**src/rtl/data_mem_responder.sv**
```systemverilog
// data_mem_responder: responder end of the core-to-cache request/response link; reads answer LATENCY cycles after accept.
// Macro DMEM_WRITE_EN enables writes; without it storage is a read-only image fixed at elaboration.
module data_mem_responder #(
  parameter int LATENCY    = 2,
  parameter int DEPTH_LOG2 = 9
) (
  input  logic        clk,
  input  logic        reset,
  input  logic        reqcyc,
  input  logic [63:0] req,
  input  logic [12:0] reqtag,
  output logic        reqack,
  output logic        respcyc,
  output logic [63:0] resp,
  output logic [12:0] resptag,
  input  logic        respack
);

  typedef enum logic [1:0] {IDLE, WDATA, WAIT, RESP} state_t;

  localparam logic [3:0] WAIT_LOAD = 4'(LATENCY - 1);

  state_t                state_q, state_d;
  logic [3:0]            cnt_q, cnt_d;
  logic [DEPTH_LOG2-1:0] idx_q, idx_d;
  logic [12:0]           tag_q, tag_d;
  logic                  resp_seen_q;
  logic                  mem_we;
  logic [63:0]           rd_word;

  // Byte offset and bits above the word index are don't-care, so addresses alias.
  logic unused_req_bits;
  assign unused_req_bits = ^{req[2:0], req[63:DEPTH_LOG2+3]};

  always_ff @(posedge clk) begin
    if (reset) begin
      state_q     <= IDLE;
      cnt_q       <= '0;
      idx_q       <= '0;
      tag_q       <= '0;
      resp_seen_q <= 1'b0;
    end else begin
      state_q     <= state_d;
      cnt_q       <= cnt_d;
      idx_q       <= idx_d;
      tag_q       <= tag_d;
      resp_seen_q <= (state_q == RESP);
    end
  end

`ifdef DMEM_WRITE_EN
  logic [63:0] mem [0:(1<<DEPTH_LOG2)-1];

  always_ff @(posedge clk) begin
    if (mem_we) mem[idx_q] <= req;
  end

  assign rd_word = mem[idx_q];
`else
  function automatic logic [63:0] image_word(input logic [DEPTH_LOG2-1:0] idx);
    return 64'hFEED_FACE_0000_0000 | 64'(idx);
  endfunction

  logic unused_we;
  assign unused_we = mem_we;
  assign rd_word   = image_word(idx_q);
`endif

  always_comb begin
    state_d = state_q;
    cnt_d   = cnt_q;
    idx_d   = idx_q;
    tag_d   = tag_q;
    reqack  = 1'b0;
    mem_we  = 1'b0;
    respcyc = 1'b0;
    resp    = '0;
    resptag = '0;
    case (state_q)
      IDLE: begin
        if (reqcyc) begin
          reqack = 1'b1;
          idx_d  = req[DEPTH_LOG2+2:3];
          tag_d  = reqtag;
          if (reqtag[12]) begin
            cnt_d   = WAIT_LOAD;
            state_d = (LATENCY == 1) ? RESP : WAIT;
          end else begin
            state_d = WDATA;
          end
        end
      end
      WDATA: begin
        if (reqcyc) begin
          reqack  = 1'b1;
          mem_we  = 1'b1;
          state_d = IDLE;
        end
      end
      WAIT: begin
        cnt_d = cnt_q - 4'd1;
        if (cnt_q == 4'd1) state_d = RESP;
      end
      RESP: begin
        respcyc = 1'b1;
        resp    = rd_word;
        resptag = tag_q;
        // The first RESP cycle cannot retire; an ack left over from before is stale.
        if (respack && resp_seen_q) state_d = IDLE;
      end
      default: state_d = IDLE;
    endcase
    if (reset) begin
      reqack  = 1'b0;
      mem_we  = 1'b0;
      respcyc = 1'b0;
      resp    = '0;
      resptag = '0;
    end
  end

endmodule
```
**config.mk**
```make
export PLATFORM = sky130hd
export DESIGN_NAME = data_mem_responder
export DESIGN_NICKNAME = d
export VERILOG_FILES = /design/src/rtl/data_mem_responder.sv
export SDC_FILE = /design/constraint.sdc
export NUM_CORES = 1
export LEC_CHECK = 0
export CORE_MARGIN = 2
export CORE_UTILIZATION = 30
export CTS_CLUSTER_DIAMETER = 60
export DETAILED_ROUTE_END_ITERATION = 10
export MAX_ROUTING_LAYER = met4
export PLACE_DENSITY = 0.83
export SLEW_MARGIN = 10
export SYNTH_ARGS = -nofsm -noshare
export SYNTH_HDL_FRONTEND = slang
export SYNTH_SLANG_ARGS = --single-unit
```
**constraint.sdc**
```tcl
create_clock -name clk -period 3 [get_ports clk]
set_input_delay 0.6 -clock clk [delete_from_list [all_inputs] [get_ports clk]]
set_output_delay 0.6 -clock clk [all_outputs]
set_load 0.02 [all_outputs]
```
Word-level counts from Yosys, hierarchy flattened

Index checks and enable logic that the tools add are counted.

Flip-flop bits (word level): 29
Input bits: 81
Output and inout port bits: 79
Word-level logic and storage cells: 40

Add/subtract/negate cells: 1
Eq/ne operators: 9
Mux-type cells: 18
Reduce and logical (&&, ||, !) cells: 7

Operator list:

| kind                | number |
|---|---|
| $mux 64             | 2 |
| $mux 13             | 2 |
| $mux 2              | 5 |
| $mux 4              | 2 |
| $ne 2x2->1 const B  | 4 |
| $pmux 2 s4          | 1 |
| $pmux 4 s2          | 1 |
| $mux 1              | 5 |
| $eq 2x2->1 const B  | 2 |
| $eq 4x1->1 const B  | 1 |
| $reduce_and 4->1    | 1 |
| $sub 4x1->4 const B | 1 |
| $reduce_and 3->1    | 1 |
| $eq 2x1->1 const B  | 1 |
| $logic_not 2->1     | 1 |
| $ne 2x1->1 const B  | 1 |
| $reduce_and 2->1    | 1 |
| $reduce_bool 2->1   | 1 |
| $reduce_or 2->1     | 1 |
| $logic_and 1x1->1   | 1 |

Logic depth before layout (Yosys ltp)

Gate-level depths: netlist of the first run.

Depth after elaboration: 4
Depth in mapped cells: 5
Gate-level depth less buffers: 5

Least setup slack after synthesis of the first run

OpenSTA, ideal clock, no wires.

Path kind: input port to output port
Start point: input port reset
End point: output port resp[0]
Arrival time: 2.205 ns
Data required time: 2.400 ns
Slack: 0.195 ns
Stages: 5
Buffers on the path: 2
Path through: buf_2 -> inv_1 -> and3_1 -> clkbuf_1 -> and2_1

Cells in the longest elaborated chain, start to end: 1

RTL lines:

| element         | line | source |
|---|---|---|
| start, declared | 8    | `input logic reset,` |
| $mux 64         | 113  | `if (reset) begin` |
| end, declared   | 14   | `output logic [63:0] resp,` |

No other way between the ends.

Worst setup path after layout of the first run

Start point: input port reset
End point: output port resptag[0]

Cells in the longest elaborated chain, start to end: 1

RTL lines:

| element       | line | source |
|---|---|---|
| $mux 13       | 113  |  |
| end, declared | 15   | `output logic [12:0] resptag,` |

No other way between the ends.

==> flow_summary.ini, run 1 <==
[clock_network]
cts.sinks = 29
cts_made_buffers = 5
postCtsHoldBufs = 0
clock_path_buffers = 2
post_cts_buffers = 0
clk_latency_ps = 270
cts-resized-gates = 0
clk_pin_slew_ps = 60
htree_levels = 2
cts_tree = built
cts_root_buf = clkbuf_8

[sta]
hold_viol = 0
setup_tns_ps = 0
period_share_pct = 97.2
tightest_slew_ps = 744
max_freq_mhz = 343
fin_skew_ps = 7.06
relSlewSlack_pct = 50.4
fin_ws_ps = 83.5
period_needed_ps = 2920
timing.final.max_slew_violations = 0
setup_viol = 0
rsz0062_at_grt = false

[setup_path]
worstPathCellList = clkdlybuf4s50_1 > inv_1 > and3_1 > buf_12 > and2_1 > clkdlybuf4s50_1
max_stage_delay_ps = 610
cp.arrival_ps = 2320
cpMostUsedCell = clkdlybuf4s50_1
cp.required_ps = 2400
critPathSlowestCell = clkdlybuf4s50_1
critPathMaxFanout = 35
start_kind = input port
endpoint_kind = output pin
setup.worst_path.class = in -> out

[routing]
first_pass_iters = 4
antenna_left = 0
drt_iter0_drc = 37
num_vias = 1398
drt-total-wl_mm = 3.48
via_per_inst = 4.14
drc = 0
wl_per_cell_um = 10.3

[pwr]
power_density_nw_per_um2 = 427
leakagePower_nw = 1.06
fin_total_pwr_uw = 985
ir_drop_mv = 0.240

[yosys]
syn_avg_cell_area_sq_um = 7.70
syn_inst = 218
yosysWarnings = 0
ys_seq_area_share_pct = 34.6
syn_area_sq_um = 1680
ys_types = 25
ys_seq_elements = 29

[global_routing]
grt_pass1_vias = 1238
grt_max_degree = 36
track_usage_pct = 11.7
grt_pass1_wl_mm = 5.51
grt_overflow = 0
antenna_found_initial = 0

[final_layout]
diodes = 0
stdcell_count = 338
fin_nets = 349
synthToLayoutAreaGrowth_pct = 37.5
drive_gt1_share_pct = 4.14

[floorplanning]
core_area_sq_um = 5440
dieArea_sq_um = 6210
num_io_pins = 160
start_util_pct = 30.9
die_w_um = 78.8
fp-row-count = 27
die_y_um = 78.8

[min_path]
worstHoldPathType = reg -> reg

[placement]
dp.cells = 331
dpl.hpwl_mm = 2.55
gp_congestion = 0.682
place_ws_ps = 42.4
portBuffers = 73

[outcome]
status = completed

[job]
maxCapViolations = 0
[path summary, 6_finish.rpt]
| kind | cells after the start | slack (ps) | start | end |
|---|---|---|---|---|
| max | 6 | 80 | reset | resptag[0] |
| min reg2reg | 2 | 450 | tag_q[10] | tag_q[10] |
| min | 2 | 450 | tag_q[10] | tag_q[10] |
| max reg2reg | 3 | 1410 | state_q[0] | idx_q[5] |
[metal layers]
layer | GRT usage, % | up-vias | part of all wire (%)
met3 | 4.32 | 8 | 11
met2 | 19.1 | 79 | 46
met5 | - | - | 0
li1 | - | 701 | -
met1 | 13.2 | 610 | 42
met4 | 4.14 | 0 | 1.2
[cell usage after synthesis (all sizes together)]
cell     instances  share of area [%]
a21o             1               0.45
a21oi           26                7.7
a2bb2oi          2                1.0
and2            22                8.2
and3             2               0.75
buf             61                 26
clkbuf           5                1.1
conb             1               0.22
dfxtp           29                 35
ha               2                1.5
inv              4               0.89
nand2           45                 10
nand2b           2               0.75
nor2             2               0.45
nor3b            2                1.2
o2111ai          1               0.52
o21ai            4                1.2
o311a            1               0.60
o31ai            1               0.45
or3              3                1.1
or3b             1               0.52
or4              1               0.45
[where the power goes]
part           internal (mW)  switching [mW]
registers              0.421          0.0248
clock network          0.181           0.133
logic                 0.0947           0.130
[registers in the layout, summed over array words and instances (netlist names)]
name         flops
tag_q           13
idx_q            9
cnt_q            4
state_q          2
resp_seen_q      1
[worst max-delay path: cells and delay by family]
kind | cells | cell delay, ps
buffers and inverters | 4 | 1330
and+or+nand+nor | 2 | 380
[final cells by class]
| type | instances | area, sq um |
|---|---|---|
| Clock buffer | 7 | 86.3 |
| Multi-Input combinational cell | 149 | 743 |
| Fill cell | 557 | 3130 |
| Inverter | 4 | 15.0 |
| Timing Repair Buffer | 77 | 793 |
| Sequential cell | 29 | 581 |
| Tap cell | 72 | 90.1 |
[through the flow]
| stage | utilization (%) | hold WS, ps | cell area (sq um) |
|---|---|---|---|
| floorplan | - | 432 | 1790 |
| global placement | 40.5 | 437 | 2200 |
| detailed placement | 40.5 | 443 | 2200 |
| CTS | 42.1 | 452 | 2290 |
| global route | 42.4 | 464 | 2310 |
| finish | 42.4 | 448 | 2310 |
[cells in the final DEF, fill, tap and decap left out, drive strengths merged]
master and n:
clkdlybuf4s50 65, nand2 45, conb 31, dfxtp 29
a21oi 26, and2 22, dlymetal6s2s 8, clkbuf 7
inv 4, o21ai 4, buf 4, or3 3
and3 2, nand2b 2, nor2 2, a2bb2oi 2
ha 2, nor3b 2, or3b 1, or4 1
a21o 1, o311a 1, o2111ai 1, o31ai 1
[cells by family (layout without fill, tap and decap cells)]
group / Yosys count / count (layout) / share of synthesized area [%]
adder cells (fa/ha/maj): 2 / 2 / 1.49
buffers and inverters: 70 / 88 / 28.2
AO/OA/AOI/OAI: 36 / 36 / 12.0
other: 1 / 31 / 0.223
flip-flops: 29 / 29 / 34.6
AND/OR/NAND/NOR: 80 / 80 / 23.5
(Power assumes the default switching activity.)
==> run 2: changes to the inputs <==
--- a/config.mk
+++ b/config.mk
@@ -11,6 +11,7 @@
 export DETAILED_ROUTE_END_ITERATION = 10
 export MAX_ROUTING_LAYER = met4
 export PLACE_DENSITY = 0.83
+export REMOVE_ABC_BUFFERS = 1
 export SLEW_MARGIN = 10
 export SYNTH_ARGS = -nofsm -noshare
 export SYNTH_HDL_FRONTEND = slang
==> run 2 against run 1 <==
Compared with the run above: maximum frequency is essentially flat; hold slack is essentially flat; cell area shrank 0.49%; sequential power is essentially flat; clock power is essentially flat; highest routed layer unchanged.
==> flow_summary.ini, run 2 (same netlist as run 1, synthesis figures left out) <==
[global_routing]
grt_overflow = 0
grt_max_degree = 39
track_usage_pct = 11.9
grt_pass1_wl_mm = 5.67
antenna_found_initial = 0
grt_pass1_vias = 1245

[sta]
setup_tns_ps = 0
hold_viol = 0
tightest_slew_ps = 766
timing.final.max_slew_violations = 0
relSlewSlack_pct = 48.9
max_freq_mhz = 343
rsz0062_at_grt = false
holdWs_ps = 448
fin_ws_ps = 84.9
period_share_pct = 97.2
fin_skew_ps = 5.24
setup_viol = 0
period_needed_ps = 2920

[final_layout]
fin_area_sq_um = 2300
fin_util_pct = 42.2
synthToLayoutAreaGrowth_pct = 36.8
largest-register = tag_q
largest_register_ffs = 13
fin_nets = 351
reg.largest.list = tag_q (13), idx_q (9), cnt_q (4)
layout_common_cells = 73 x clkdlybuf4s50_1, 45 x nand2_1, 31 x conb_1
final_common_cell = clkdlybuf4s50_1
drive_gt1_share_pct = 4.85
diodes = 0
stdcell_count = 340

[clock_network]
clock_path_buffers = 2
htree_levels = 2
cts_made_buffers = 5
clk_pin_slew_ps = 60
cts.sinks = 29
clk_latency_ps = 270
cts_tree = built
cts-resized-gates = 0
postCtsHoldBufs = 0
post_cts_buffers = 0
cts_root_buf = clkbuf_8

[placement]
dpl.hpwl_mm = 2.66
dp.cells = 333
place_ws_ps = 79.2
dpl-instance-area_sq_um = 2210
portBuffers = 73
gp_congestion = 0.788

[floorplanning]
core_area_sq_um = 5440
die_w_um = 78.8
dieArea_sq_um = 6210
die_y_um = 78.8
fp-row-count = 27
num_io_pins = 160
start_util_pct = 30.9

[job]
maxCapViolations = 0

[setup_path]
path_buf_inv = 4
cp.required_ps = 2400
setup.worst_path.class = in -> out
max_stage_delay_ps = 620
critPathMaxFanout = 38
start_kind = input port
worstPathCellList = clkdlybuf4s50_1 > inv_1 > and3_1 > buf_12 > and2_1 > clkdlybuf4s50_1
cpMostUsedCell = clkdlybuf4s50_1
critPathSlowestCell = clkdlybuf4s50_1
cp_top_family = buffers and inverters
endpoint_kind = output pin
cp.arrival_ps = 2320

[outcome]
status = completed

[routing]
drt-total-wl_mm = 3.69
num_vias = 1350
drt_iter0_drc = 48
antenna_left = 0
via_per_inst = 3.97
wl_per_cell_um = 10.8
first_pass_iters = 4
drc = 0

[pwr]
fin_total_pwr_uw = 989
ir_drop_mv = 0.211
leakagePower_nw = 0.919
power_density_nw_per_um2 = 430

[min_path]
worstHoldPathType = reg -> reg
[run 2: cell types whose count changed in the layout (fill, tap and decap cells not counted)]
cell | previous run | this run
nor3b_4 | 1 | 0
nor3b_2 | 0 | 1
dlymetal6s2s_1 | 8 | 0
clkdlybuf4s50_1 | 65 | 73
buf_4 | 3 | 5
[run 2: per-layer routing]
| layer | share of wire [%] | GRT usage, % | wire, um | vias up |
|---|---|---|---|---|
| met2 | 53 | 21.7 | 1950 | 47 |
| li1 | - | - | - | 709 |
| met3 | 5.0 | 2.95 | 186 | 4 |
| met4 | 1.3 | 4.83 | 48 | 0 |
| met1 | 41 | 12.3 | 1500 | 590 |
| met5 | 0 | - | 0 | - |
[run 2: final cells by class]
class	instances	area [sq um]
multi-input cells	149	737
flip-flops and latches	29	581
inverters	4	15.0
well taps	72	90.1
repair buffers	79	788
fillers	557	3140
clock buffers	7	86.3
[run 2: path summary, 6_finish.rpt]
| path | startpoint | slack [ps] | depth (start not counted) | endpoint |
|---|---|---|---|---|
| setup / recovery | reset | 80 | 6 | resp[5] |
| setup reg to reg | state_q[0] | 1420 | 3 | idx_q[5] |
| hold reg to reg | tag_q[1] | 450 | 2 | tag_q[1] |
| hold / removal | tag_q[1] | 450 | 2 | tag_q[1] |
[run 2: power breakdown]
group | internal (mW) | switching [mW] | total, mW
Sequential | 0.421 | 0.0243 | 0.445
Clock | 0.181 | 0.135 | 0.316
Combinational | 0.0967 | 0.131 | 0.227
Total | 0.699 | 0.289 | 0.989
[run 2: worst reg2reg max path: cells and delay by family, from the launching register on]
family	cells	cell delay [ps]
AND/OR/NAND/NOR	2	820
flip-flops	1	530
AO/OA/AOI/OAI	1	160
==> run 3: changes to the inputs <==
==> constraint.sdc (replaced) <==
create_clock -name clk -period 3.1 [get_ports clk]
set_input_delay 0.62 -clock clk [delete_from_list [all_inputs] [get_ports clk]]
set_output_delay 0.62 -clock clk [all_outputs]
set_load 0.02 [all_outputs]
==> run 3 against run 2 <==
Compared with the run above: via count is 0.74% higher; cell area is 0.11% lower; first-iteration DRC count is 35% lower; critical endpoint is now resptag[7].
==> flow_summary.ini, run 3 (same netlist as run 1, synthesis figures left out) <==
[setup_path]
endpoint_kind = output pin
worstPathCellList = clkdlybuf4s50_1 > inv_1 > and3_2 > buf_12 > and2_1 > clkdlybuf4s50_1
cpMostUsedCell = clkdlybuf4s50_1
setup.worst_path.class = in -> out
cp.arrival_ps = 2340
start_kind = input port
critPathSlowestCell = clkdlybuf4s50_1
cp.required_ps = 2480
critPathMaxFanout = 38
max_stage_delay_ps = 600

[floorplanning]
num_io_pins = 160
dieArea_sq_um = 6210
core_area_sq_um = 5440
die_w_um = 78.8
fp-row-count = 27
start_util_pct = 30.9
die_y_um = 78.8

[placement]
dpl.hpwl_mm = 2.68
gp_congestion = 0.758
portBuffers = 73
dp.cells = 331
place_ws_ps = 72.8

[pwr]
ir_drop_mv = 0.264
leakagePower_nw = 1.03
power_density_nw_per_um2 = 407

[clock_network]
postCtsHoldBufs = 0
cts.sinks = 29
clock_path_buffers = 2
cts_made_buffers = 5
cts_root_buf = clkbuf_8
clk_pin_slew_ps = 60
cts_tree = built
clk_latency_ps = 270
htree_levels = 2

[routing]
num_vias = 1360
drt-total-wl_mm = 3.66
wl_per_cell_um = 10.8
drt_iter0_drc = 31
first_pass_iters = 4
antenna_left = 0
drc = 0
via_per_inst = 4.01

[final_layout]
diodes = 0
synthToLayoutAreaGrowth_pct = 36.7
stdcell_count = 339
layout_common_cells = 66 x clkdlybuf4s50_1, 45 x nand2_1, 31 x conb_1
largest-register = tag_q
largest_register_ffs = 13
fin_nets = 349
drive_gt1_share_pct = 4.12
fin_util_pct = 42.2
final_common_cell = clkdlybuf4s50_1
reg.largest.list = tag_q (13), idx_q (9), cnt_q (4)

[global_routing]
grt_overflow = 0
grt_max_degree = 39
grt_pass1_wl_mm = 5.72
track_usage_pct = 11.9
antenna_found_initial = 0
grt_pass1_vias = 1279

[sta]
period_share_pct = 95.4
hold_viol = 0
rsz0062_at_grt = false
fin_skew_ps = 1.16
fin_ws_ps = 143
period_needed_ps = 2960
setup_viol = 0
timing.final.max_slew_violations = 0
setup_tns_ps = 0
tightest_slew_ps = 760
relSlewSlack_pct = 49.3
max_freq_mhz = 338

[outcome]
status = completed

[job]
maxCapViolations = 0

[min_path]
worstHoldPathType = reg -> reg
## run 3: area by class of cell
class	instances	area, sq um
Timing Repair Buffer	77	791
Sequential cell	29	581
Fill cell	559	3140
Clock buffer	8	80.1
Tap cell	72	90.1
Multi-Input combinational cell	149	738
Inverter	4	15.0
## run 3: power by group
part	internal, mW	switching [mW]
sequential	0.407	0.0228
clock	0.159	0.127
combinational	0.0910	0.127
total	0.657	0.277
## run 3: repair_timing
| action | CTS | global route |
|---|---|---|
| resized for setup | 0 | 8 |
| setup endpoints to repair | 0 | 8 |
| buffers inserted | 0 | 0 |
## run 3: worst max-delay path: cells and delay by family
family	cells	cell delay, ps
buffers and inverters	4	1310
and+or+nand+nor	2	400
## run 3: stage by stage
stage                     hold WS [ps]  area (sq um)  total power, mW
after global routing               464          2290            0.991
after detailed placement           443          2200            0.657
final                              449          2290            0.935
after global placement             437          2200            0.648
after floorplan                    426          1330            0.564
after CTS                          452          2280            0.954
## run 3: worst paths after layout
kind	start	cells after the start	end	slack [ps]
min	tag_q[11]	2	tag_q[11]	450
min reg2reg	tag_q[11]	2	tag_q[11]	450
max reg2reg	state_q[0]	3	idx_q[8]	1510
max	reset	6	resptag[7]	140
## run 3: routing by layer
| metal | share of wire [%] | GRT usage [%] | wire (um) | up-vias |
|---|---|---|---|---|
| met4 | 0.82 | 4.14 | 30 | 0 |
| met2 | 53 | 21.6 | 1930 | 43 |
| met1 | 42 | 12.6 | 1540 | 610 |
| met5 | 0 | - | 0 | - |
| met3 | 4.6 | 2.73 | 170 | 2 |
| li1 | - | - | - | 705 |
